[src/rtl/cpu_pkg.sv]
// Shared CPU constants: RV32 opcode values and the hazard controller's state encoding.
package cpu_pkg;

  localparam int REG_W = 5;

  localparam logic [6:0] OP_LOAD   = 7'b0000011;
  localparam logic [6:0] OP_BRANCH = 7'b1100011;
  localparam logic [6:0] OP_JAL    = 7'b1101111;
  localparam logic [6:0] OP_JALR   = 7'b1100111;

  typedef logic [1:0] state_t;

  localparam state_t ST_RUN      = 2'd0;
  localparam state_t ST_MEM_WAIT = 2'd1;
  localparam state_t ST_FLUSH2   = 2'd2;

endpackage

[src/rtl/hazard_ctrl_if.sv]
// Pipeline <-> hazard controller signal bundle; the pipeline is master, the controller slave.
interface hazard_ctrl_if;
  import cpu_pkg::*;

  logic             D_VALID;
  logic [REG_W-1:0] D_REG_S1;
  logic [REG_W-1:0] D_REG_S2;
  logic             E_VALID;
  logic             E_IS_LOAD;
  logic [REG_W-1:0] E_REG_D;
  logic             E_JUMP;
  logic             M_MEM_REQ;
  logic             M_MEM_READY;
  logic             STALL;
  logic             FLUSH;
  logic             BUBBLE;
  state_t           STATE;
  logic             WDT_ERR;

  modport master (
    output D_VALID, D_REG_S1, D_REG_S2, E_VALID, E_IS_LOAD, E_REG_D,
           E_JUMP, M_MEM_REQ, M_MEM_READY,
    input  STALL, FLUSH, BUBBLE, STATE, WDT_ERR
  );

  modport slave (
    input  D_VALID, D_REG_S1, D_REG_S2, E_VALID, E_IS_LOAD, E_REG_D,
           E_JUMP, M_MEM_REQ, M_MEM_READY,
    output STALL, FLUSH, BUBBLE, STATE, WDT_ERR
  );

endinterface

[src/rtl/hazard_detect.sv]
// Combinational load-use comparator: the load in execute writes a register decode is reading.
module hazard_detect
  import cpu_pkg::*;
(
  input  logic             d_valid,
  input  logic [REG_W-1:0] d_reg_s1,
  input  logic [REG_W-1:0] d_reg_s2,
  input  logic             e_valid,
  input  logic             e_is_load,
  input  logic [REG_W-1:0] e_reg_d,
  output logic             hazard
);

  // x0 is hardwired to zero, so a load targeting it never creates a dependency
  assign hazard = e_valid & e_is_load & (e_reg_d != '0) & d_valid &
                  ((e_reg_d == d_reg_s1) | (e_reg_d == d_reg_s2));

endmodule

[src/rtl/hazard_ctrl.sv]
// Pipeline hazard controller: memory stall, jump flush and load-use bubble with fixed priority.
// Optional watchdog on long memory waits is built when HAZARD_CTRL_WDT_EN is defined.
module hazard_ctrl
  import cpu_pkg::*;
#(
  parameter int WDT_LIMIT = 256
) (
  input  logic          CLK,
  input  logic          RST,
  hazard_ctrl_if.slave  bus
);

  logic   stall;
  logic   flush;
  logic   hazard;
  logic   wdt_err;
  state_t state_reg;
  state_t state_next;

  assign stall = bus.M_MEM_REQ & ~bus.M_MEM_READY;

  hazard_detect u_detect (
    .d_valid   (bus.D_VALID),
    .d_reg_s1  (bus.D_REG_S1),
    .d_reg_s2  (bus.D_REG_S2),
    .e_valid   (bus.E_VALID),
    .e_is_load (bus.E_IS_LOAD),
    .e_reg_d   (bus.E_REG_D),
    .hazard    (hazard)
  );

  always_ff @(posedge CLK) begin
    if (RST) state_reg <= ST_RUN;
    else     state_reg <= state_next;
  end

  // A jump seen while stalled stays in execute, so it is taken the first unstalled cycle
  always_comb begin
    state_next = ST_RUN;
    case (state_reg)
      ST_RUN, ST_MEM_WAIT: begin
        if (stall)            state_next = ST_MEM_WAIT;
        else if (bus.E_JUMP)  state_next = ST_FLUSH2;
        else                  state_next = ST_RUN;
      end
      ST_FLUSH2: state_next = stall ? ST_FLUSH2 : ST_RUN;
      default:   state_next = ST_RUN;
    endcase
  end

  always_comb begin
    flush = 1'b0;
    case (state_reg)
      ST_RUN, ST_MEM_WAIT: flush = ~stall & bus.E_JUMP;
      ST_FLUSH2:           flush = ~stall;
      default:             flush = 1'b0;
    endcase
  end

  assign bus.STALL   = ~RST & stall;
  assign bus.FLUSH   = ~RST & flush;
  assign bus.BUBBLE  = ~RST & hazard & ~stall & ~flush;
  assign bus.STATE   = RST ? ST_RUN : state_reg;
  assign bus.WDT_ERR = ~RST & wdt_err;

`ifdef HAZARD_CTRL_WDT_EN
  localparam int WDT_W = $clog2(WDT_LIMIT) + 1;

  logic [WDT_W-1:0] wdt_cnt_reg;
  logic             wdt_err_reg;

  // Counter saturates at the limit; the error flag is sticky until reset
  always_ff @(posedge CLK) begin
    if (RST) begin
      wdt_cnt_reg <= '0;
      wdt_err_reg <= 1'b0;
    end else begin
      if (state_reg == ST_MEM_WAIT && state_next == ST_MEM_WAIT) begin
        if (wdt_cnt_reg != WDT_W'(WDT_LIMIT))
          wdt_cnt_reg <= wdt_cnt_reg + 1'b1;
      end else begin
        wdt_cnt_reg <= '0;
      end
      if (state_reg == ST_MEM_WAIT && wdt_cnt_reg == WDT_W'(WDT_LIMIT - 1))
        wdt_err_reg <= 1'b1;
    end
  end

  assign wdt_err = wdt_err_reg;
`else
  // The limit only matters when the watchdog is built
  assign wdt_err = 1'b0 & (WDT_LIMIT != 0);
`endif

endmodule

[src/flat_wrapper.sv]
// flat-port wrapper written by rule: the top's interface ports become plain ports
module hazard_ctrl_flat import cpu_pkg::*;
#(
  parameter int WDT_LIMIT = 256
)
  (CLK, RST, bus_D_VALID, bus_D_REG_S1, bus_D_REG_S2, bus_E_VALID, bus_E_IS_LOAD, bus_E_REG_D, bus_E_JUMP, bus_M_MEM_REQ, bus_M_MEM_READY, bus_STALL, bus_FLUSH, bus_BUBBLE, bus_STATE, bus_WDT_ERR);
  hazard_ctrl_if bus_i ();
  input  logic CLK;
  input  logic RST;
  input wire logic [$bits(bus_i.D_VALID)-1:0] bus_D_VALID;
  input wire logic [$bits(bus_i.D_REG_S1)-1:0] bus_D_REG_S1;
  input wire logic [$bits(bus_i.D_REG_S2)-1:0] bus_D_REG_S2;
  input wire logic [$bits(bus_i.E_VALID)-1:0] bus_E_VALID;
  input wire logic [$bits(bus_i.E_IS_LOAD)-1:0] bus_E_IS_LOAD;
  input wire logic [$bits(bus_i.E_REG_D)-1:0] bus_E_REG_D;
  input wire logic [$bits(bus_i.E_JUMP)-1:0] bus_E_JUMP;
  input wire logic [$bits(bus_i.M_MEM_REQ)-1:0] bus_M_MEM_REQ;
  input wire logic [$bits(bus_i.M_MEM_READY)-1:0] bus_M_MEM_READY;
  output wire logic [$bits(bus_i.STALL)-1:0] bus_STALL;
  output wire logic [$bits(bus_i.FLUSH)-1:0] bus_FLUSH;
  output wire logic [$bits(bus_i.BUBBLE)-1:0] bus_BUBBLE;
  output wire logic [$bits(bus_i.STATE)-1:0] bus_STATE;
  output wire logic [$bits(bus_i.WDT_ERR)-1:0] bus_WDT_ERR;
  assign bus_i.D_VALID = bus_D_VALID;
  assign bus_i.D_REG_S1 = bus_D_REG_S1;
  assign bus_i.D_REG_S2 = bus_D_REG_S2;
  assign bus_i.E_VALID = bus_E_VALID;
  assign bus_i.E_IS_LOAD = bus_E_IS_LOAD;
  assign bus_i.E_REG_D = bus_E_REG_D;
  assign bus_i.E_JUMP = bus_E_JUMP;
  assign bus_i.M_MEM_REQ = bus_M_MEM_REQ;
  assign bus_i.M_MEM_READY = bus_M_MEM_READY;
  assign bus_STALL = bus_i.STALL;
  assign bus_FLUSH = bus_i.FLUSH;
  assign bus_BUBBLE = bus_i.BUBBLE;
  assign bus_STATE = bus_i.STATE;
  assign bus_WDT_ERR = bus_i.WDT_ERR;
  hazard_ctrl #(.WDT_LIMIT(WDT_LIMIT)) u_core (.CLK(CLK), .RST(RST), .bus(bus_i));
endmodule
[config.mk]
export PLATFORM = sky130hd
export DESIGN_NAME = hazard_ctrl_flat
export DESIGN_NICKNAME = d
export VERILOG_FILES = /design/src/rtl/cpu_pkg.sv /design/src/rtl/hazard_ctrl_if.sv /design/src/rtl/hazard_detect.sv /design/src/rtl/hazard_ctrl.sv /design/src/flat_wrapper.sv
export SDC_FILE = /design/constraint.sdc
export NUM_CORES = 1
export LEC_CHECK = 0
export ABC_AREA = 1
export BUFFER_PORTS_ARGS = -buffer_cell sky130_fd_sc_hd__buf_4
export CORE_AREA = 2 2 39 41
export DETAILED_ROUTE_END_ITERATION = 10
export DIE_AREA = 0 0 41 43
export PLACE_DENSITY = 0.65
export SLEW_MARGIN = 0
export SYNTH_ARGS = -nofsm -noshare
export SYNTH_HDL_FRONTEND = slang
export SYNTH_HIERARCHICAL = 1
export SYNTH_SLANG_ARGS = --single-unit
[constraint.sdc]
create_clock -name CLK -period 0.82 [get_ports CLK]
set_input_delay 0.041 -clock CLK [delete_from_list [all_inputs] [get_ports CLK]]
set_output_delay 0.041 -clock CLK [all_outputs]
set_load 0.005 [all_outputs]
### Yosys cells after proc, flatten, opt, wreduce, memory -nomap -nowiden

Cells that the tools add are included.

* reductions and logical operators: 3
* equality and inequality tests: 4
* bitwise logic cells: 16
* muxes and demuxes: 6

Operators with widths (count)
* $and 1x1->1: 11
* $eq 5x5->1: 2
* $mux 2: 4
* $reduce_bool 5->1: 1
* $not 1->1: 4
* $pmux 2 s2: 1
* $eq 2x1->1 const B: 1
* $eq 2x2->1 const B: 1
* $logic_not 2->1: 1
* $pmux 1 s2: 1
* $reduce_or 2->1: 1
* $or 1x1->1: 1

* bits of input ports: 23
* bits in registers: 2
* output and inout bits: 6
* word-level logic and storage cells: 30

### Logic depth before layout (Yosys ltp)

Gate-level depths: netlist of the first run.

* word-level depth: 7
* mapped depth: 8
* gate-level depth less buffers: 8

### By module

The synthesis of the first run kept the hierarchy.

Modules (own cells, without submodules)
* hazard_detect: cells an instance 45, area each 198.9 µm², instances 1, seq. area each 0.0 µm²
* hazard_ctrl: cells an instance 27, area each 146.4 µm², instances 1, seq. area each 40.0 µm²

### Worst setup path before layout of the first run

No wires, ideal clock.

* path type: input to output
* start point: input bus_E_REG_D[1]
* end point: output bus_BUBBLE
* cell stages on the path: 8
* path slack: 0.151 ns
* buffers on the path: 0
* data arrival time: 0.628 ns
* cell sequence: inv_1 nand2_1 nand2_1 nor2_1 nand3_1 a21oi_2 nand3_1 nor2_1

* word-level cells in the longest chain between the ends: 7
* elaborated cells on any way between the ends: 10
* those cells by class: 2 x eq/ne; 7 x bitwise; 1 x reduce/logical

RTL lines
* start: declaration: line flat_wrapper.sv:15 `input wire logic [$bits(bus_i.E_REG_D)-1:0] bus_E_REG_D;`
* $reduce_bool 5->1: line hazard_detect.sv:15 `assign hazard = e_valid & e_is_load & (e_reg_d != '0) & d_valid &`
* $and 1x1->1 (2 in series): line hazard_detect.sv:15
* $and 1x1->1 *: line hazard_detect.sv:15
* via u_core.hazard: line hazard_ctrl.sv:15 `logic hazard;`
* $and 1x1->1 * (3 in series): line hazard_ctrl.sv:62 `assign bus.BUBBLE = ~RST & hazard & ~stall & ~flush;`
* end: declaration: line flat_wrapper.sv:21 `output wire logic [$bits(bus_i.BUBBLE)-1:0] bus_BUBBLE;`

Mark *: on every way through the listed nets, which the timed path passes. The rest lies on a longest branch.

### Worst setup path in the final report of the first run

* start point: register u_core.state_reg[1]
* end point: output bus_BUBBLE

* word-level cells in the longest chain between the ends: 5
* elaborated cells on any way between the ends: 7
* those cells by class: 2 x eq/ne; 1 x mux; 2 x bitwise; 2 x reduce/logical

RTL lines
* start: declaration: line hazard_ctrl.sv:17 `state_t state_reg;`
* start signal: assignment: line hazard_ctrl.sv:34 `else state_reg <= state_next;`
* $eq 2x1->1 / $logic_not 2->1 (equally long branches): line hazard_ctrl.sv:53 `case (state_reg)`
* $reduce_or 2->1: line hazard_ctrl.sv:53
* $pmux 1 s2 *: line hazard_ctrl.sv:53
* $not 1->1 *: line hazard_ctrl.sv:62
* $and 1x1->1 *: line hazard_ctrl.sv:62

Every way passes the cells marked *; elsewhere a longest branch is shown, timed or not.

==> key figures, run 1 <==
Status
  – Outcome: finished with violations
  – Violated checks: setup timing

Floorplanning
  – Total core area: between 1000 and 1500 µm²
  – Die Wd: ~40 µm
  – Die height: 43 µm
  – Row cnt: 14
  – Die Footprint: between 1500 and 2000 µm²
  – Initial core utilization: 0.2495
  – I/O pin cnt: 29

Power and ir drop
  – Total chip power: between 0.5 and 0.6 mW
  – Peak supply drop: between 300 and 400 µV
  – Power density over cell area: 889.3 nW/µm²
  – Clock power frac: 0.378
  – Leakage: 0.3891 nW
  – Internal power: 0.4034 mW
  – Sw frac: 0.2960
  – Reg power frac: 0.189
  – Sw Pwr: 0.1696 mW
  – Combinational share of power: 0.432

GRT
  – Initial antenna violation count: 0
  – Global-route wire length before repair: approximately 1500 µm
  – Pin count of the biggest net entering global routing: 6
  – Total GRT Usage: 0.1260
  – Gr ovfl total: 0
  – Vias in the first global route: approximately 440

Yosys
  – Synth area leader: nand2_1
  – Sequential share of the synthesized area: 0.1159
  – Syn avg cell area: about 4.8 µm²
  – Area share of the largest cell type after synthesis: 0.2174
  – Post-Syn Nets: 95
  – Post-synthesis instance total: 72
  – Top cells by area, synth: nand2_1, nor2_1, inv_1
  – Yosys cell types: 15
  – Yosys Warn Count: 6
  – FF+latch count, synth: 2
  – Cell Area, Synth: roughly 350 µm²

Clock network
  – Largest buffer count on any clock path: 2
  – H-tree Lvls: 1
  – Clock Latency Late Sink: 220 ps
  – Clock transition at path regs: 30 ps
  – CTS buffer count: 3
  – Clock Sinks: 2
  – CTS root buffer: clkbuf_4
  – CTS tree: built

Cells and area
  – Area occupied by registers: 45.04 µm²
  – Finished Cell Area: 644.4 µm²
  – Largest register FFs: 2
  – Final cell count without fillers: 121
  – N_diodes: 0
  – Final nets: 130
  – Fillcell total: 158
  – Final core occ: 0.4656
  – Layout cell share with drive strength beyond 1: 0.4476
  – Area Overhead vs Synth: 86.59%
  – Multi-input combinational cell area: ~250 µm²

Place
  – Final HPWL DP: 806.3 µm
  – Number of I/O port buffers: 27
  – Pre-CTS setup slack: -139.1 ps
  – Placed Cells: around 120
  – Cell Area, Placed: 568.0 µm²
  – Placer Congestion: 0.7397

Worst setup path
  – Crit path DAT: around 950 ps
  – R2R setup slack: roughly 40 ps
  – Worst EP required: roughly 800 ps
  – Crit Path Class: reg2out
  – Crit path launch type: register
  – Crit path cell chain: inv_2 > nand2_2 > nand3_1 > nor2_1 > buf_4
  – CP Max Fanout: 3
  – Worst-case reg-to-reg path depth: 5
  – RR Endpoint: u_core/state_reg[1]
  – Crit Reg-Reg Startpoint: u_core/state_reg[1]
  – Critical path endpoint category: primary output
  – CP max stage cell: dfxtp_4
  – CP max stage delay: 350 ps

Route
  – Drt wl/cell: roughly 8.0 µm
  – Met1 wire length: 362 µm
  – Top layer in use: met3
  – Via/cell ratio: around 4.2
  – Wire length on met2: 521 µm
  – Drt total wl: 973 µm
  – Met3 routed WL: roughly 90 µm
  – Drt drc: 0
  – DRT Pass-1 Iters: 4
  – Routed via count: between 500 and 600
  – DRT antenna net count: 0
  – Drt initial violations: 5

STA
  – Worst hold slack: just under 40 ps
  – Setup_tns: -508.2 ps
  – Clk_skew: 0.3628 ps
  – Final hold vios: 0
  – Highest clock rate: 1009 MHz
  – RSZ-0062 raised after global routing: true
  – Minimum clock period: 991.4 ps
  – Fin. max-slew vios: 0
  – # setup viols final: 4
  – Worst setup margin: -171.4 ps
  – Final period utilization: 1.209

Min path
  – Hold_sp: RST
  – Hold Path Stages: 2
  – HP Class: in2reg
  – Endpoint, Worst Hold: u_core/state_reg[0]

Run
  – Max cap viols: 0
## Yosys cell counts
master   count
nand2_2      2
nand3_1      5
buf_4        1
xor2_1       1
nand2_1     20
xnor2_1      2
dfxtp_1      2
inv_2        2
conb_1       1
a21oi_1      1
nor3_1       1
a21oi_2      1
nand4_1      2
inv_1       15
nor2_1      16
## worst max-delay path: cells and delay by family, from the launching register on
family                 cells  cell delay, ps
buffers and inverters      2             150
DFF                        1             350
and+or+nand+nor            3             220
## placed cells by master, fill, tap and decap left out
cell type	n
buf_6	2
nor3_1	1
buf_4	29
dfxtp_4	1
inv_1	14
nor2_1	13
nor2_2	2
xnor2_1	2
inv_2	3
nand4_1	2
xor2_1	1
nand2_1	19
conb_1	1
nor2_4	1
nand3_1	5
dfxtp_2	1
a21oi_2	2
clkbuf_4	3
nand2_2	3
## power by group through the flow
stage                     clock network (mW)  logic [mW]  registers (mW)
after floorplan                            0      0.0971           0.109
after global placement                     0       0.220           0.109
after detailed placement                   0       0.224           0.109
after CTS                              0.231       0.242           0.109
after global routing                   0.249       0.277           0.109
final                                  0.217       0.248           0.109
## layout make-up
| type | count | share of cell area |
|---|---|---|
| inverters | 17 | 0.09903 |
| flip-flops and latches | 2 | 0.06990 |
| well taps | 16 | 0.03107 |
| clock buffers | 3 | 0.03495 |
| multi-input cells | 52 | 0.3922 |
| repair buffers | 31 | 0.3728 |
## cells by family (layout without fill, tap and decap cells)
| group | count (synthesis) | in the layout | share of synthesized area |
|---|---|---|---|
| compound gates | 2 | 2 | 0.03985 |
| flops | 2 | 2 | 0.1159 |
| simple gates | 46 | 46 | 0.5507 |
| other cells | 1 | 1 | 0.01086 |
| xor+xnor | 3 | 3 | 0.07610 |
| buf+inv | 18 | 51 | 0.2065 |
## per-layer routing
metal | up-vias | global-route usage
met1 | 212 | 0.1238
met2 | 18 | 0.2156
met5 | - | 0
met4 | 0 | 0.06000
li1 | 277 | -
met3 | 0 | 0.04712
## timing repair
item,in CTS,in global routing
resized for setup,6,6
setup buffers,3,0
pin swaps,1,1
setup endpoints to repair,4,5
hold buffers,0,0
## worst max-delay path by stage
stage | start | end | slack [ps]
after floorplan | bus_E_REG_D[1] | bus_BUBBLE | 150
after global placement | bus_E_REG_D[0] | bus_BUBBLE | -130
after detailed placement | bus_E_REG_D[0] | bus_BUBBLE | -140
after CTS | u_core/state_reg[1] | bus_BUBBLE | -170
after global routing | bus_E_REG_D[2] | bus_BUBBLE | -230
final | u_core/state_reg[1] | bus_BUBBLE | -170
No activity file was read; power rests on OpenSTA's default activity.
==> run 2, diff against run 1 <==
- clock period: 0.82 -> 1 ns (I/O delays scaled with it)
==> key figures, run 2 (same netlist as run 1, synthesis figures left out) <==
Clock network
  – Clock Latency Late Sink: 220 ps (about the same)
  – # hold bufs at CTS: 0 (unchanged)
  – Clock Sinks: 2 (unchanged)
  – H-tree Lvls: 1 (unchanged)
  – CTS tree: built
  – Clock transition at path regs: 30 ps (about the same)
  – CTS root buffer: clkbuf_4
  – CTS buffer count: 3 (unchanged)
  – Setup Fix Bufs, Post-CTS: 0 (-3)
  – Largest buffer count on any clock path: 2 (unchanged)

Worst setup path
  – Worst EP required: 950 ps (+170 ps)
  – CP Max Fanout: 4 (+1)
  – CP max stage cell: dfxtp_4
  – Cell family with most CP delay: flip-flops
  – RR Endpoint: u_core/state_reg[1]
  – Crit Path Class: reg2out
  – Critical path endpoint category: primary output
  – R2R setup slack: 310 ps (+270 ps)
  – Worst Path Buf+Inv: 2 (unchanged)
  – Crit path DAT: 960 ps (about the same)
  – CP max stage delay: 360 ps (about the same)
  – Crit path launch type: register
  – Crit path cell chain: inv_4 > nand2_4 > nand3_1 > nor2_1 > buf_4
  – Worst-case reg-to-reg path depth: 4 (-1)
  – Crit Reg-Reg Startpoint: u_core/state_reg[1]

GRT
  – Global Route met1 Usage: 0.1492 (+0.02540)
  – Global-route wire length before repair: 1455 µm (-5.4%)
  – M2 GR Usage: 0.1688 (-0.04688)
  – Gr ovfl total: 0 (unchanged)
  – Initial antenna violation count: 0 (unchanged)
  – Total GRT Usage: 0.1190 (-0.007000)
  – Pin count of the biggest net entering global routing: 6 (unchanged)
  – Global route hottest layer: met2
  – Met3 Use GR: 0.04712 (unchanged)
  – Vias in the first global route: 402 (-9.5%)

STA
  – Final hold vios: 0 (unchanged)
  – Clk_skew: 0.3709 ps (+0.008146 ps)
  – Highest clock rate: 989.9 MHz
  – Worst setup margin: -10.25 ps (+161.1 ps)
  – # setup viols final: 1 (-3)
  – Fin. max-slew vios: 0 (unchanged)
  – Setup_tns: -10.25 ps (+497.9 ps)
  – RSZ-0062 raised after global routing: true
  – Final period utilization: 1.010
  – Minimum clock period: 1010 ps

Cells and area
  – Final cell count without fillers: 117 (-3.3%)
  – Most frequent cells in the layout: buf_4, nand2_1, nor2_1
  – N_diodes: 0 (unchanged)
  – Layout cell share with drive strength beyond 1: 0.4059 (-0.04168)
  – Final nets: 126 (-3.1%)
  – Final core occ: 0.4430 (-0.02260)
  – Area occupied by registers: 45.04 µm² (unchanged)
  – Multi-input combinational cell area: 252.7 µm² (unchanged)
  – Leading cell type in the layout, fill and taps excluded: buf_4
  – Largest register FFs: 2 (unchanged)
  – Fillcell total: 151 (-4.4%)
  – Area Overhead vs Synth: 77.54%

Min path
  – Hold_sp: RST
  – Hold Path Stages: 2 (unchanged)
  – Endpoint, Worst Hold: u_core/state_reg[0]
  – HP Class: in2reg

Place
  – Number of I/O port buffers: 27 (unchanged)
  – Final HPWL DP: 777.1 µm (-3.6%)
  – Placer Congestion: 0.7407 (+0.14%)
  – Placed Cells: 114 (-0.87%)

Power and ir drop
  – Total chip power: 0.4587 mW (-20%)
  – Peak supply drop: 345.6 µV (-7.8%)
  – Power density over cell area: 748.1 nW/µm² (-16%)
  – Leakage: 0.3733 nW (-4.1%)

Floorplanning
  – I/O pin cnt: 29 (unchanged)
  – Die Wd: 41 µm (unchanged)
  – Initial core utilization: 0.2495 (unchanged)
  – Row cnt: 14 (unchanged)
  – Total core area: 1384 µm² (unchanged)
  – Die Footprint: 1763 µm² (unchanged)
  – Die height: 43 µm (unchanged)

Route
  – Drt total wl: 916 µm (-5.9%)
  – Routed via count: 482 (-4.9%)
  – Drt drc: 0 (unchanged)
  – Drt initial violations: 4 (-1)
  – Drt wl/cell: 7.829 µm (-2.6%)
  – Via/cell ratio: 4.120 (-1.7%)
  – DRT antenna net count: 0 (unchanged)
  – DRT Pass-1 Iters: 4 (unchanged)

Run
  – Max cap viols: 0 (unchanged)

Status
  – Violated checks: setup timing
  – Outcome: finished with violations
==> run 2: cell types whose count changed in the layout (fill, tap and decap cells not counted), sizes merged <==
cell,before,now
buf,31,27
==> run 2: layout make-up <==
class	instances	area share
inverter	17	0.1082
clock buffer	3	0.03673
multi-input combinational	52	0.4122
timing repair buffer	27	0.3367
tap	16	0.03265
sequential	2	0.07347
==> run 2: per-layer routing <==
layer	share of wire	wire length, µm
met5	0	0
met1	0.39	356
met3	0.10	94
met2	0.51	465
met4	0	0
==> run 2: worst max path at each step <==
stage                        startpoint    endpoint  cells after the start
finish              u_core/state_reg[1]  bus_BUBBLE                      5
global route        u_core/state_reg[1]  bus_BUBBLE                      5
CTS                 u_core/state_reg[1]  bus_BUBBLE                      5
detailed placement       bus_E_REG_D[0]  bus_BUBBLE                      9
global placement         bus_E_REG_D[0]  bus_BUBBLE                      9
floorplan                bus_E_REG_D[1]  bus_BUBBLE                      8
==> run 2: metrics by stage <==
step / hold slack, ps / cell area, µm² / setup slack [ps]
floorplan: 126.8 / 345.3 / 312.5
global placement: 258.0 / 560.5 / 33.59
detailed placement: 263.4 / 560.5 / 20.38
CTS: 18.18 / 585.6 / -6.497
global route: 22.80 / 613.1 / -79.43
finish: 24.33 / 613.1 / -10.25
==> run 2: timing repair <==
| action | CTS | global route |
|---|---|---|
| setup endpoints to repair | 2 | 2 |
| pin swaps | 0 | 1 |
| gates resized for setup | 2 | 9 |
| cloned | 0 | 0 |
==> run 2: power by group <==
group / internal [mW] / switching (mW) / total (mW)
combinational: 0.105 / 0.0862 / 0.191
sequential: 0.0846 / 0.00526 / 0.0899
clock: 0.132 / 0.0452 / 0.178
total: 0.322 / 0.137 / 0.459
==> run 3, diff against run 2 <==
- ABC_AREA: 1 -> unset
- PLACE_DENSITY: 0.65 -> 0.59
==> key figures, run 3 <==
Floorplanning
  – Die Footprint: 1763 µm² (unchanged)
  – I/O pin cnt: 29 (unchanged)
  – Initial core utilization: 0.1944 (-0.05515)
  – Die Wd: 41 µm (unchanged)
  – Total core area: 1384 µm² (unchanged)
  – Die height: 43 µm (unchanged)
  – Row cnt: 14 (unchanged)

Cells and area
  – Final cell count without fillers: 83 (-29%)
  – Layout cell share with drive strength beyond 1: 0.5672 (+0.1612)
  – Final nets: 92 (-27%)
  – Leading cell type in the layout, fill and taps excluded: buf_4
  – Largest register FFs: 2 (unchanged)
  – N_diodes: 0 (unchanged)
  – Final core occ: 0.3996 (-0.04340)
  – Most frequent cells in the layout: buf_4, xor2_1, xnor2_1
  – Area Overhead vs Synth: 105.6%

GRT
  – Global-route wire length before repair: 1193 µm (-18%)
  – Met3 Use GR: 0.03665 (-0.01047)
  – Vias in the first global route: 319 (-21%)
  – M2 GR Usage: 0.1438 (-0.02500)
  – Pin count of the biggest net entering global routing: 6 (unchanged)
  – Gr ovfl total: 0 (unchanged)
  – Global Route met1 Usage: 0.1242 (-0.02500)
  – Initial antenna violation count: 0 (unchanged)
  – Total GRT Usage: 0.1041 (-0.01490)
  – Global route hottest layer: met2

Worst setup path
  – CP Max Fanout: 2 (-2)
  – Critical path endpoint category: primary output
  – R2R setup slack: 240 ps (-70 ps)
  – Crit Reg-Reg Startpoint: u_core/state_reg[1]
  – Crit Path Class: in2out
  – Worst EP required: 950 ps (about the same)
  – Worst-case reg-to-reg path depth: 1 (-3)
  – Crit path DAT: 1200 ps (+240 ps)
  – Crit path launch type: primary input
  – RR Endpoint: u_core/state_reg[1]

Yosys
  – Yosys Warn Count: 6 (unchanged)
  – FF+latch count, synth: 2 (unchanged)
  – Area share of the largest cell type after synthesis: 0.1953 (-0.02204)
  – Post-synth EDFFs: 0 (unchanged)
  – Yosys cell types: 20 (+5)
  – Post-Syn Nets: 57 (-40%)
  – Syn avg cell area: 7.912 µm² (+65%)
  – Synth top cells by count: xor2_1, xnor2_1
  – Synth area leader: xor2_1
  – Sequential share of the synthesized area: 0.1488 (+0.03290)
  – Post-synthesis async set-or-reset flop share: 0 (unchanged)
  – Count leader, synth: xor2_1
  – Top cells by area, synth: xor2_1, dfxtp_1, xnor2_1
  – Ys flop type: dfxtp_1
  – Post-synthesis instance total: 34 (-53%)
  – Cell Area, Synth: 269.0 µm² (-22%)

STA
  – Clk_skew: 2.716 ps (+2.345 ps)
  – Minimum clock period: 1245 ps (+235.1 ps)
  – Fin. max-slew vios: 0 (unchanged)
  – Worst setup margin: -245.4 ps (-235.1 ps)
  – RSZ-0062 raised after global routing: true
  – Final hold vios: 0 (unchanged)
  – Highest clock rate: 803.0 MHz (-19%)
  – Final period utilization: 1.245 (+0.2351)
  – # setup viols final: 2 (+1)

Route
  – Drt wl/cell: 9.301 µm (+19%)
  – DRT antenna net count: 0 (unchanged)
  – Via/cell ratio: 4.072 (-1.1%)
  – DRT Pass-1 Iters: 4 (unchanged)
  – Drt total wl: 772 µm (-16%)
  – Routed via count: 338 (-30%)
  – Drt drc: 0 (unchanged)
  – Drt initial violations: 2 (-2)

Clock network
  – Clock transition at path regs: 30 ps (about the same)
  – CTS root buffer: clkbuf_4
  – Clock Sinks: 2 (unchanged)
  – H-tree Lvls: 1 (unchanged)
  – # hold bufs at CTS: 0 (unchanged)
  – Largest buffer count on any clock path: 2 (unchanged)
  – CTS buffer count: 3 (unchanged)
  – Clock Latency Late Sink: 220 ps (about the same)
  – CTS tree: built

Power and ir drop
  – Peak supply drop: 246.7 µV (-29%)
  – Power density over cell area: 805.6 nW/µm² (+7.7%)
  – Leakage: 0.2742 nW (-27%)

Min path
  – Hold_sp: bus_E_JUMP
  – Endpoint, Worst Hold: u_core/state_reg[1]
  – Hold Path Stages: 3 (+1)
  – HP Class: in2reg

Place
  – Placed Cells: 80 (-30%)
  – Pre-CTS setup slack: -270.7 ps (-291.1 ps)
  – Placer Congestion: 0.7246 (-2.2%)
  – Number of I/O port buffers: 27 (unchanged)

Status
  – Outcome: finished with violations
  – Violated checks: setup timing

Run
  – Max cap viols: 0 (unchanged)
-- run 3: cell types whose count changed in the layout (fill, tap and decap cells not counted), moves of 3 or more --
cell     before  now
nand2_1      19    0
inv_1        14    1
nor2_1       15    2
xor2_1        1    6
buf_4        26   29
nand3_1       5    2
-- run 3: what timing repair did --
action | CTS | global route
setup buffers | 0 | 0
pin swaps | 1 | 1
gates resized for setup | 4 | 0
setup endpoints to repair | 2 | 2
cloned | 0 | 0
-- run 3: stage by stage --
step / total power, mW / setup TNS (ps) / hold WS (ps) / instance area [µm²]
after floorplan: 0.1533 / -1.044 / 130.2 / 269.0
after global placement: 0.2591 / -278.9 / 339.2 / 514.2
after detailed placement: 0.2607 / -270.7 / 352.4 / 514.2
after CTS: 0.4574 / -292.5 / 106.6 / 553.0
after global routing: 0.4808 / -354.5 / 108.5 / 553.0
final: 0.4455 / -253.8 / 127.6 / 553.0
-- run 3: kinds of logic (layout without fill, tap and decap cells) --
logic type	Yosys count	in the layout	synth area share
compound gates	4	4	0.1116
simple gates	14	14	0.3442
xor+xnor	10	10	0.3256
flops	2	2	0.1488
other cells	1	1	0.01394
buf+inv	3	36	0.05580
-- run 3: layer usage --
| metal | wire (µm) | part of all wire |
|---|---|---|
| met5 | 0 | 0 |
| met4 | 0 | 0 |
| met3 | 53 | 0.069 |
| met2 | 384 | 0.50 |
| met1 | 334 | 0.43 |
-- run 3: worst max path at each step --
stage                               from  cells after the start    endpoint  slack (ps)
after floorplan           bus_E_REG_D[3]                      4  bus_BUBBLE          -1
after global placement    bus_E_REG_D[3]                      6  bus_BUBBLE        -280
after detailed placement  bus_E_REG_D[3]                      6  bus_BUBBLE        -270
after CTS                 bus_E_REG_D[3]                      6  bus_BUBBLE        -260
after global routing      bus_E_REG_D[3]                      6  bus_BUBBLE        -280
final                     bus_E_REG_D[3]                      6  bus_BUBBLE        -250
-- run 3: cell type report --
cell class	instances	area [µm²]
Fill cell	156	830.8
Timing Repair Buffer	31	240.2
Multi-Input combinational cell	29	221.5
Sequential cell	2	41.29
Clock buffer	3	22.52
Tap cell	16	20.02
Inverter	2	7.507
-- run 3: where the power goes --
group          switching (mW)  leakage, nW  internal, mW  total, mW
clock network          0.0464       0.0138         0.132      0.179
logic                  0.0587        0.244         0.117      0.176
registers             0.00533       0.0168        0.0856     0.0909
-- run 3: worst max-delay path, cell delays in order --
cell,delay (ps)
buf_6,90
or4_1,500
o2111ai_1,180
a21oi_1,60
and4b_1,180
buf_4,130
